$ cat config.mk
export PLATFORM = sky130hd
export DESIGN_NAME = avr_command_issuer
export DESIGN_NICKNAME = d
export VERILOG_FILES = /design/src/rtl/avr_command_issuer.sv
export SDC_FILE = /design/constraint.sdc
export NUM_CORES = 1
export LEC_CHECK = 0
export CAP_MARGIN = 20
export CORE_ASPECT_RATIO = 2
export CORE_MARGIN = 5
export CORE_UTILIZATION = 59
export CTS_BUF_LIST = sky130_fd_sc_hd__clkbuf_16
export DETAILED_ROUTE_END_ITERATION = 12
export HOLD_SLACK_MARGIN = 0.02
export PLACE_DENSITY = 0.89
export SETUP_SLACK_MARGIN = 0.02
export SLEW_MARGIN = 20
export SYNTH_ARGS = -nofsm -noshare
export SYNTH_HDL_FRONTEND = slang
export SYNTH_SLANG_ARGS = --single-unit
$ cat constraint.sdc
create_clock -name clk -period 2.8 [get_ports clk]
set_input_delay 0.56 -clock clk [delete_from_list [all_inputs] [get_ports clk]]
set_output_delay 0.56 -clock clk [all_outputs]
set_load 0.02 [all_outputs]
$ cat src/rtl/avr_command_issuer.sv
// Transmit side of the AVR->CPLD command link. Diffs a requested line state against the
// last-sent shadow and issues one code/strobe-toggle command per changed line, lowest line first.
module avr_command_issuer #(
   parameter int unsigned SETUP_CYC   = 2,          // legal range 1..15
   parameter int unsigned HOLD_CYC    = 2,          // legal range 1..15
   parameter logic [6:0]  SHADOW_INIT = 7'b0111010
) (
   input  logic       clk,
   input  logic       reset_n,
   input  logic       req_valid,
   output logic       req_ready,
   input  logic [6:0] req_state,
   input  logic       req_force,
   output logic [6:0] avr_ctrl,
   output logic       avr_clk,
   output logic       busy,
   output logic [6:0] shadow_state
);

   localparam logic [1:0] ST_IDLE  = 2'd0;
   localparam logic [1:0] ST_LOAD  = 2'd1;
   localparam logic [1:0] ST_SETUP = 2'd2;
   localparam logic [1:0] ST_HOLD  = 2'd3;

   localparam logic [3:0] SETUP_LD = 4'(SETUP_CYC);
   localparam logic [3:0] HOLD_LD  = 4'(HOLD_CYC);
   localparam logic [6:0] CODE_IDLE = 7'h01;

   logic [1:0] state;
   logic [6:0] target;
   logic [6:0] pending;
   logic [6:0] shadow;
   logic [3:0] counter;
   logic [2:0] idx;
   logic [2:0] pick;

   // Line-to-code map; note we_n/counter_n/snes_mode codes are not simply 2*line+level.
   function automatic logic [6:0] cmd_code(input logic [2:0] line, input logic lvl);
      logic [6:0] c;
      case (line)
         3'd0:    c = lvl ? 7'h03 : 7'h02;
         3'd1:    c = lvl ? 7'h05 : 7'h04;
         3'd2:    c = lvl ? 7'h07 : 7'h06;
         3'd3:    c = lvl ? 7'h09 : 7'h08;
         3'd4:    c = lvl ? 7'h0C : 7'h0A;
         3'd5:    c = lvl ? 7'h0E : 7'h0D;
         3'd6:    c = lvl ? 7'h10 : 7'h0F;
         default: c = CODE_IDLE;
      endcase
      return c;
   endfunction

   always_comb begin
      pick = 3'd0;
      for (int i = 6; i >= 0; i--)
         if (pending[i]) pick = 3'(i);
   end

   always_ff @(posedge clk or negedge reset_n) begin
      if (!reset_n) begin
         state    <= ST_IDLE;
         target   <= '0;
         pending  <= '0;
         shadow   <= SHADOW_INIT;
         counter  <= '0;
         idx      <= '0;
         avr_ctrl <= CODE_IDLE;
         avr_clk  <= 1'b0;
      end else begin
         case (state)
            ST_IDLE: begin
               if (req_valid) begin
                  target  <= req_state;
                  pending <= (req_state ^ shadow) | {7{req_force}};
                  state   <= ST_LOAD;
               end
            end
            ST_LOAD: begin
               if (pending == '0) begin
                  avr_ctrl <= CODE_IDLE;
                  state    <= ST_IDLE;
               end else begin
                  avr_ctrl      <= cmd_code(pick, target[pick]);
                  pending[pick] <= 1'b0;
                  idx           <= pick;
                  counter       <= SETUP_LD;
                  state         <= ST_SETUP;
               end
            end
            ST_SETUP: begin
               if (counter == 4'd1) begin
                  // strobe level is never restored, so polarity alternates command to command
                  avr_clk     <= ~avr_clk;
                  shadow[idx] <= target[idx];
                  counter     <= HOLD_LD;
                  state       <= ST_HOLD;
               end else begin
                  counter <= counter - 4'd1;
               end
            end
            default: begin
               counter <= counter - 4'd1;
               if (counter == 4'd1) state <= ST_LOAD;
            end
         endcase
      end
   end

   assign req_ready    = (state == ST_IDLE);
   assign busy         = ~req_ready;
   assign shadow_state = shadow;

endmodule
* After elaboration in Yosys (flattened, before gate mapping)
Index checks and enable logic that the tools add are counted.
** Operators by class
- Add/subtract/negate cells :: 1
- Magnitude comparators :: 4
- Eq/ne operators :: 12
- Mux-type cells :: 36
- Bitwise logic cells :: 7
- Reduce and logical (&&, ||, !) cells :: 13
** Operator list (number)
- $pmux W5 S7 :: 1
- $mux W3 :: 8
- $mux W7 :: 2
- $pmux W7 S2 :: 1
- $pmux W4 S3 :: 1
- $mux W2 :: 5
- $mux W5 :: 2
- $eq A3 B3 Y1 const B :: 3
- $lt A3 B4 Y1 const B :: 2
- $mux W1 :: 8
- $mux W4 :: 2
- $reduce_and A2 Y1 :: 4
- $and A7 B7 Y7 :: 1
- $bwmux W7 :: 1
- $logic_not A7 Y1 :: 1
- $not A7 Y7 :: 1
- $or A7 B7 Y7 :: 1
- $xor A7 B7 Y7 :: 1
- $bmux W1 S3 :: 2
- $demux W1 S3 :: 2
- $eq A3 B2 Y1 const B :: 2
- $ge A3 B1 Y1 const B :: 2
- $ne A2 B2 Y1 const B :: 3
- $pmux W2 S3 :: 1
- 12 further kinds :: 16
** Word-level totals
- Flip-flop bits (word level) :: 38
- Bits of input ports :: 11
- Output and inout port bits :: 17

* Logic depth before layout (Yosys ltp)
Gate-level depths: netlist of run 1.
- Depth after elaboration :: 15
- Gate-level depth with buffers :: 8
- Depth with buffers taken out :: 7

* Worst setup path after synthesis of run 1
No wires, ideal clock.
- Path kind :: register -> register
- Start point :: register state[0]
- End point :: register pending[3]
- Data arrival time :: 1.768 ns
- Data required time :: 2.650 ns
- Path slack :: 0.882 ns
- Stages on the path, launching flop included :: 8
- Path buffers :: 0
- Clock period less this slack :: 1.918 ns
- Cell sequence :: dfrtp_1 -> inv_1 -> ha_1 -> inv_1 -> nor2_1 -> a311o_1 -> o41ai_1 -> a22oi_1
** On the way
- Cells in the longest elaborated chain, start to end :: 3
** RTL lines
- start, declared :: line 29 : logic [1:0] state;
- start signal, assigned :: line 61 : state <= ST_IDLE;
- start signal, assigned :: line 75 : state <= ST_LOAD;
- start signal, assigned :: line 81 : state <= ST_IDLE;
- $logic_not A2 Y1 *
- via req_ready :: line 11 : output logic req_ready,
- $ne A2 B2 Y1 (no source line) / $reduce_bool A2 Y1 (equally long branches)
- $reduce_and A3 Y1 (no source line)
- end signal, assigned :: line 74 : pending <= (req_state ^ shadow) | {7{req_force}};
- end, declared :: line 31 : logic [6:0] pending;
Mark *: on every way through the listed nets, which the timed path passes. The rest lies on a longest branch.
A chain may end at the register's enable or synchronous reset.

* Final worst setup path of run 1
- Start point :: register state[0]
- End point :: output port busy
** On the way
- Cells in the longest elaborated chain, start to end :: 2
** RTL lines
- $logic_not A2 Y1 :: line 109 : assign req_ready = (state == ST_IDLE);
- $not A1 Y1 (no source line)
- end, declared :: line 16 : output logic busy,
Every way passes these cells.

==> key figures, run 1 <==
Floorplanning
  • # IOs: 28
  • Die Ht: between 90 and 100 um
  • Row count: 30
  • Core area: about 3400 um2
  • Starting Density: between 60 and 70%
  • Full die area: between 4000 and 5000 um2
  • DIE WIDTH: roughly 52 um

Clocking
  • Num CTS Buffers: 5
  • Post CTS Setup Buffer Count: 0
  • Clock Latency Late Sink: 0.28 ns
  • CTS resizes: 0
  • Root Driver: clkbuf_16
  • Clk sinks: 36
  • Clock slew at reported path FFs: 0.06 ns
  • CTS max path bufs: 2
  • CTS Hold Bufs: 0
  • CTS tree: yes
  • H-Tree Depth: 2

Synthesis
  • Asr flop ratio synth: 100.0%
  • Synth Cell Area: between 2000 and 2500 um2
  • Synth Instances: a little over 200
  • Compound-Gate Fraction of Synth Area: around 16%
  • Synthesized-area fraction occupied by and/or/nand/nor cells: ~16%
  • EDFF count, synth: 0
  • Synth Flop Type: dfrtp_1
  • Yosys reg bits: 36
  • Post-synthesis sequential area ratio: a little over two fifths
  • Post-Synth XOR/XNOR Area: approximately 3.3%
  • Largest family of logic cells by synthesized area: simple AND/OR/NAND/NOR gates
  • Multiplexer share of the synthesized area: approximately 11%
  • Synth warn: 0
  • Netlist cell types: 51
  • Syn avg cell area: 10.12 um2
  • Synth Area in Adders: under 10%

Worst setup path
  • Maximum fanout along the worst path: 5
  • Critical path capture point type: primary output
  • Critical Path RT: roughly 2.2 ns
  • CP arrival: around 1.7 ns
  • Setup CP Type: flop to primary output
  • Startpoint Class: flop

Placed design
  • RePlAce Congestion: 0.8629
  • Hpwl dp: 3385 um
  • IO Port Bufs: 25

STA
  • Final Hold Vio Count: 0
  • Min Tclk post-route: about 2.3 ns
  • Setup TNS: 0 ns
  • Slew Viols, Final: 0
  • Final Skew: ~0.0038 ns
  • F_max: about 0.44 GHz
  • Worst slew margin: a little under three fifths
  • Worst slew pin tran: about 0.64 ns
  • Hold slack: 0.4866 ns
  • RSZ-0062 raised after global routing: false
  • Fin crit share: about four fifths
  • Setup Viol. Count Final: 0

Pwr
  • Clock power share: 24.1%
  • Comb pwr share: 45.3%
  • Worst VDD drop: 0.0008278 V
  • Switch share: 39.11%
  • Flop pwr share: between 30% and 40%
  • Power Total: 3.415 mW
  • Switching power total: between 1 and 1.5 mW
  • Int Pwr: ~2.1 mW
  • P_leak: ~1.1 nW
  • Pwr Density: ~1300 nW/um2

Finish
  • Number of diodes: 0
  • Final #Nets: ~250
  • Layout fillers: approximately 240
  • Layout cells sized above 1: between 15 and 20%
  • Area growth from synthesis to layout: 21.62%

Detailed routing
  • Drt total wl: approximately 4700 um
  • Routed Antenna Nets: 0
  • Initial DRC count: between 60 and 70
  • Pre-Repair DR Iteration Count: 4
  • Vias: about 1700
  • Avg WL per Cell: between 15 and 20 um
  • DR vias/cell: 6.036
  • DRC: 0

Min path
  • Hold crit path type: flop to flop

GRT
  • Largest net degree at the start of global routing: 37
  • Vias in the first global route: 1703
  • Tot GR Track Use: between 20% and 30%
  • Grt ovf: 0
  • Initial antenna violation count: 0
  • First-pass GRT wire length: ~7900 um

Run
  • Max_cap viols: 0

Outcome
  • Status: completed
## cells in the final DEF, fill, tap and decap left out, drive strengths merged, types with 2 or more instances in the layout
cell,instances
a211oi,2
o22ai,4
mux2i,4
xor2,2
dfrtp,31
nor3b,4
a21oi,7
nor2,11
xnor2,6
mux2,15
clkdlybuf4s50,25
o21ai,17
dfstp,5
a211o,2
conb,2
or3,2
clkbuf,5
o31ai,2
nor2b,5
or2,2
a22oi,6
nand3,4
or3b,2
inv,12
a31oi,5
nor4,3
nand3b,3
nor3,3
ha,6
nand2,15
bufinv,3
## power groups by stage
stage | clock network, mW | registers [mW] | logic, mW
6_report | 0.822 | 1.05 | 1.55
5_1_grt | 0.849 | 1.08 | 1.71
4_1_cts | 0.828 | 1.04 | 1.55
3_5_place_dp | 0 | 1.04 | 1.53
3_3_place_gp | 0 | 1.03 | 1.49
2_1_floorplan | 0 | 0.981 | 1.19
## critical path, cell delays in order (launching register included)
cell	delay, ns
dfrtp_1	0.38
inv_1	0.09
ha_1	0.27
inv_1	0.09
clkdlybuf4s50_1	0.60
## metal layers
layer / GRT usage, % / vias to the layer above / wire length [um]
li1: - / 785 / -
met1: 22.34 / 820 / 1696
met2: 37.82 / 53 / 2585
met3: 4.610 / 20 / 160
met4: 14.50 / 0 / 254
met5: 0 / - / 0
## path summary, 6_finish.rpt
check                          from              end  slack, ns  depth (start not counted)
setup / recovery           state[0]             busy       0.52                          4
hold / removal              avr_clk          avr_clk       0.49                          1
setup reg to reg           state[1]       pending[3]       0.53                          6
hold reg to reg             avr_clk          avr_clk       0.49                          1
max in group asynchronous   reset_n  shadow_state[3]       1.77                          2
min in group asynchronous   reset_n         state[0]       0.69                          2
## layout make-up
class	count	area, um2	share of cell area, %
multi-input combinational	148	1062	41.70
timing repair buffer	26	257.7	10.12
sequential	36	907.1	35.61
clock buffer	5	125.1	4.912
clock inverter	3	90.09	3.536
tap	48	60.06	2.358
inverter	12	45.04	1.768
## metrics by stage
stage	worst slack [ns]	utilization [%]	std cells	instance area (um2)
final	0.5162	74.58	278	2547
after global routing	0.3061	74.58	278	2547
after CTS	0.5133	74.58	278	2547
after detailed placement	0.5684	68.28	270	2332
after global placement	0.7008	68.28	270	2332
after floorplan	0.8816	-	208	2098
## synthesized netlist by cell type (all sizes together), types with 3 or more instances
cell type   n  share of area [%]
clkbuf      4               0.72
mux2       15                8.1
nand2      15                2.7
xnor2       6                2.5
nor4        3                1.6
inv        12                2.2
o22ai       4                1.2
nand3       4               0.96
a31oi       5                1.5
mux2i       4                1.9
buf         8                3.3
o21ai      17                4.1
a22oi       6                2.2
dfstp       5                6.3
ha          6                3.6
nor2b       5                1.6
nor2       11                2.0
nor3b       4                1.4
nand3b      3                1.1
a21oi       7                1.7
dfrtp      31                 37
nor3        3               0.96
## cells by family (layout without fill, tap and decap cells)
logic type | count (synthesis) | in the layout
xor gates and xnor gates | 8 | 8
DFF | 36 | 36
buffers and inverters | 24 | 46
other | 1 | 2
muxes | 20 | 20
and+or+nand+nor | 60 | 60
adders and majority gates | 6 | 6
AOI/OAI and AO/OA | 52 | 52
## registers in the layout (all words and copies together), names as in the netlist
signal,count
avr_clk,1
avr_ctrl,5
counter,4
idx,3
pending,7
shadow_state,7
state,2
target,7
Note: power is estimated with default switching activity, not from simulation.
==> run 2, diff against run 1 <==
Settings changed: CORE_UTILIZATION 59 to 49, PLACE_DENSITY 0.89 to 0.79.
Clock period 2.8 ns to 2.1 ns, I/O delays scaled along.
==> key figures, run 2 (synthesis results as in run 1) <==
Detailed routing
  • Avg WL per Cell: 16.53 um (-2.1%)
  • DR vias/cell: 5.792 (-4.0%)
  • Drt total wl: 4761 um (+1.4%)
  • DRC: 0 (unchanged)
  • Pre-Repair DR Iteration Count: 4 (unchanged)
  • Initial DRC count: 39 (-42%)
  • Vias: 1668 (-0.60%)
  • Routed Antenna Nets: 0 (unchanged)

Clocking
  • Clock Latency Late Sink: 0.29 ns (about the same)
  • Clock slew at reported path FFs: 0.06 ns (about the same)
  • CTS Hold Bufs: 0 (unchanged)
  • Num CTS Buffers: 5 (unchanged)
  • CTS max path bufs: 2 (unchanged)
  • Post CTS Setup Buffer Count: 0 (unchanged)
  • Clk sinks: 36 (unchanged)
  • H-Tree Depth: 2 (unchanged)
  • Root Driver: clkbuf_16
  • CTS tree: yes

Worst setup path
  • Startpoint Class: flop
  • Worst r2r dst: shadow_state[2]
  • Setup CP Type: flop to flop
  • Critical path capture point type: flop
  • R2R setup slack: 0.22 ns (-0.31 ns)
  • Maximum fanout along the worst path: 4 (-1)
  • Critical Path RT: 2.26 ns (+0.02 ns)
  • Reg2reg start: counter[1]
  • CP arrival: 2.04 ns (+0.32 ns)
  • R2R depth: 6 (unchanged)

STA
  • Fin crit share: 89.33%
  • Final Skew: 0.01146 ns (+0.007613 ns)
  • Worst slew margin: 59.99% (+2.6 points)
  • Final Hold Vio Count: 0 (unchanged)
  • Setup TNS: 0 ns (unchanged)
  • F_max: approximately 0.53 GHz
  • Slew Viols, Final: 0 (unchanged)
  • RSZ-0062 raised after global routing: false
  • Worst slew pin tran: 0.5973 ns (-0.04218 ns)
  • Post-route setup slack: 0.2240 ns (-0.2922 ns)
  • Min Tclk post-route: around 1.9 ns
  • Setup Viol. Count Final: 0 (unchanged)

GRT
  • Initial antenna violation count: 0 (unchanged)
  • Tot GR Track Use: 18.00% (-3.7 points)
  • First-pass GRT wire length: 7921 um (+0.35%)
  • Grt ovf: 0 (unchanged)
  • Vias in the first global route: 1661 (-2.5%)
  • Largest net degree at the start of global routing: 37 (unchanged)

Floorplanning
  • Full die area: 5761 um2 (+17%)
  • Die Ht: 102.5 um (+8.7%)
  • Starting Density: 50.73% (-11 points)
  • Core area: 4129 um2 (+21%)
  • # IOs: 28 (unchanged)
  • DIE WIDTH: 56.23 um (+7.9%)
  • Row count: 33 (+10%)

Placed design
  • RePlAce Congestion: 0.9231 (+7.0%)
  • IO Port Bufs: 25 (unchanged)
  • Post-Place Cell Area: 2382 um2 (+2.1%)
  • Hpwl dp: 3562 um (+5.2%)
  • Dpl cells: 280 (+3.7%)
  • Dpl ws: 0.1208 ns (-0.4476 ns)

Pwr
  • P_leak: 1.071 nW (+0.44%)
  • Pwr Density: 1678 nW/um2 (+25%)
  • Power Total: 4.242 mW (+24%)
  • Worst VDD drop: 0.0008665 V (+4.7%)

Finish
  • Layout cells sized above 1: 17.80% (+2.6 points)
  • Non-Filler Instances: 288 (+3.6%)
  • Final #Nets: 252 (+2.4%)
  • Most frequent cells in the layout: 31 x dfrtp_1, 23 x clkdlybuf4s50_1, 15 x nand2_1, 15 x mux2_2, 12 x inv_1
  • Final instance area: 2529 um2 (-0.74%)
  • Most common cell after layout, fill and taps aside: dfrtp_1
  • Area growth from synthesis to layout: 20.73%
  • Number of diodes: 0 (unchanged)

Outcome
  • Status: completed

Min path
  • Min-Delay Endpoint: avr_ctrl[0]
  • Hold path depth: 2 (+1)
  • Hold crit path type: flop to flop
  • HP Start: avr_ctrl[0]

Run
  • Max_cap viols: 0 (unchanged)
==> run 2: cell count changes in the layout (fill, tap and decap cells not counted), sizes merged <==
cell / change
dlygate4sd2: +2
clkinv: +3
clkdlybuf4s50: -2
bufinv: -3
buf: +6
==> run 2: final cells by class <==
| class | instances | area, um2 |
|---|---|---|
| clock buffers | 5 | 125.1 |
| clock inverters | 3 | 18.77 |
| fillers | 361 | 1600 |
| inverters | 12 | 45.04 |
| multi-input cells | 148 | 1067 |
| flip-flops and latches | 36 | 907.1 |
| well taps | 52 | 65.06 |
| repair buffers | 32 | 300.3 |
==> run 2: how the worst max path moves through the flow <==
stage | from | end | slack [ns] | depth (start not counted)
global route | pending[2] | avr_ctrl[0] | 0.12 | 5
global placement | req_valid | pending[3] | 0.21 | 5
finish | counter[1] | shadow_state[2] | 0.22 | 6
detailed placement | counter[1] | shadow_state[2] | 0.12 | 6
CTS | counter[1] | shadow_state[2] | 0.05 | 6
floorplan | state[0] | pending[3] | 0.18 | 7
==> run 2: layer usage <==
layer  GRT usage (%)  up-vias  wire length (um)
met4           10.24        0               182
met3           4.425       17               193
met1           18.39      804              1712
met2           32.91       48              2672
met5               0        -                 0
li1                -      799                 -
==> run 2: worst max-delay path, cell delays in order (launching register included) <==
cell	delay (ns)
dfrtp_1	0.37
inv_1	0.09
ha_1	0.16
nor3b_2	0.26
nand2_1	0.17
nor4b_1	0.34
mux2_2	0.37
==> run 2: what timing repair did <==
| action | CTS | global route |
|---|---|---|
| endpoints found under the setup margin | 2 | 1 |
| pin swaps | 0 | 0 |
| resized for setup | 2 | 1 |
| cloned | 0 | 0 |
==> run 2: stage by stage <==
stage	utilization (%)	hold WS [ns]
5_1_grt	61.24	0.5195
3_3_place_gp	57.70	0.4773
6_report	61.24	0.4830
2_1_floorplan	-	0.1244
4_1_cts	61.12	0.4855
3_5_place_dp	57.70	0.4781
==> run 2: power breakdown <==
part / internal, mW / switching, mW / leakage [nW]
Combinational: 1.01 / 1.14 / 0.561
Clock: 0.437 / 0.289 / 0.0736
Sequential: 1.01 / 0.356 / 0.436
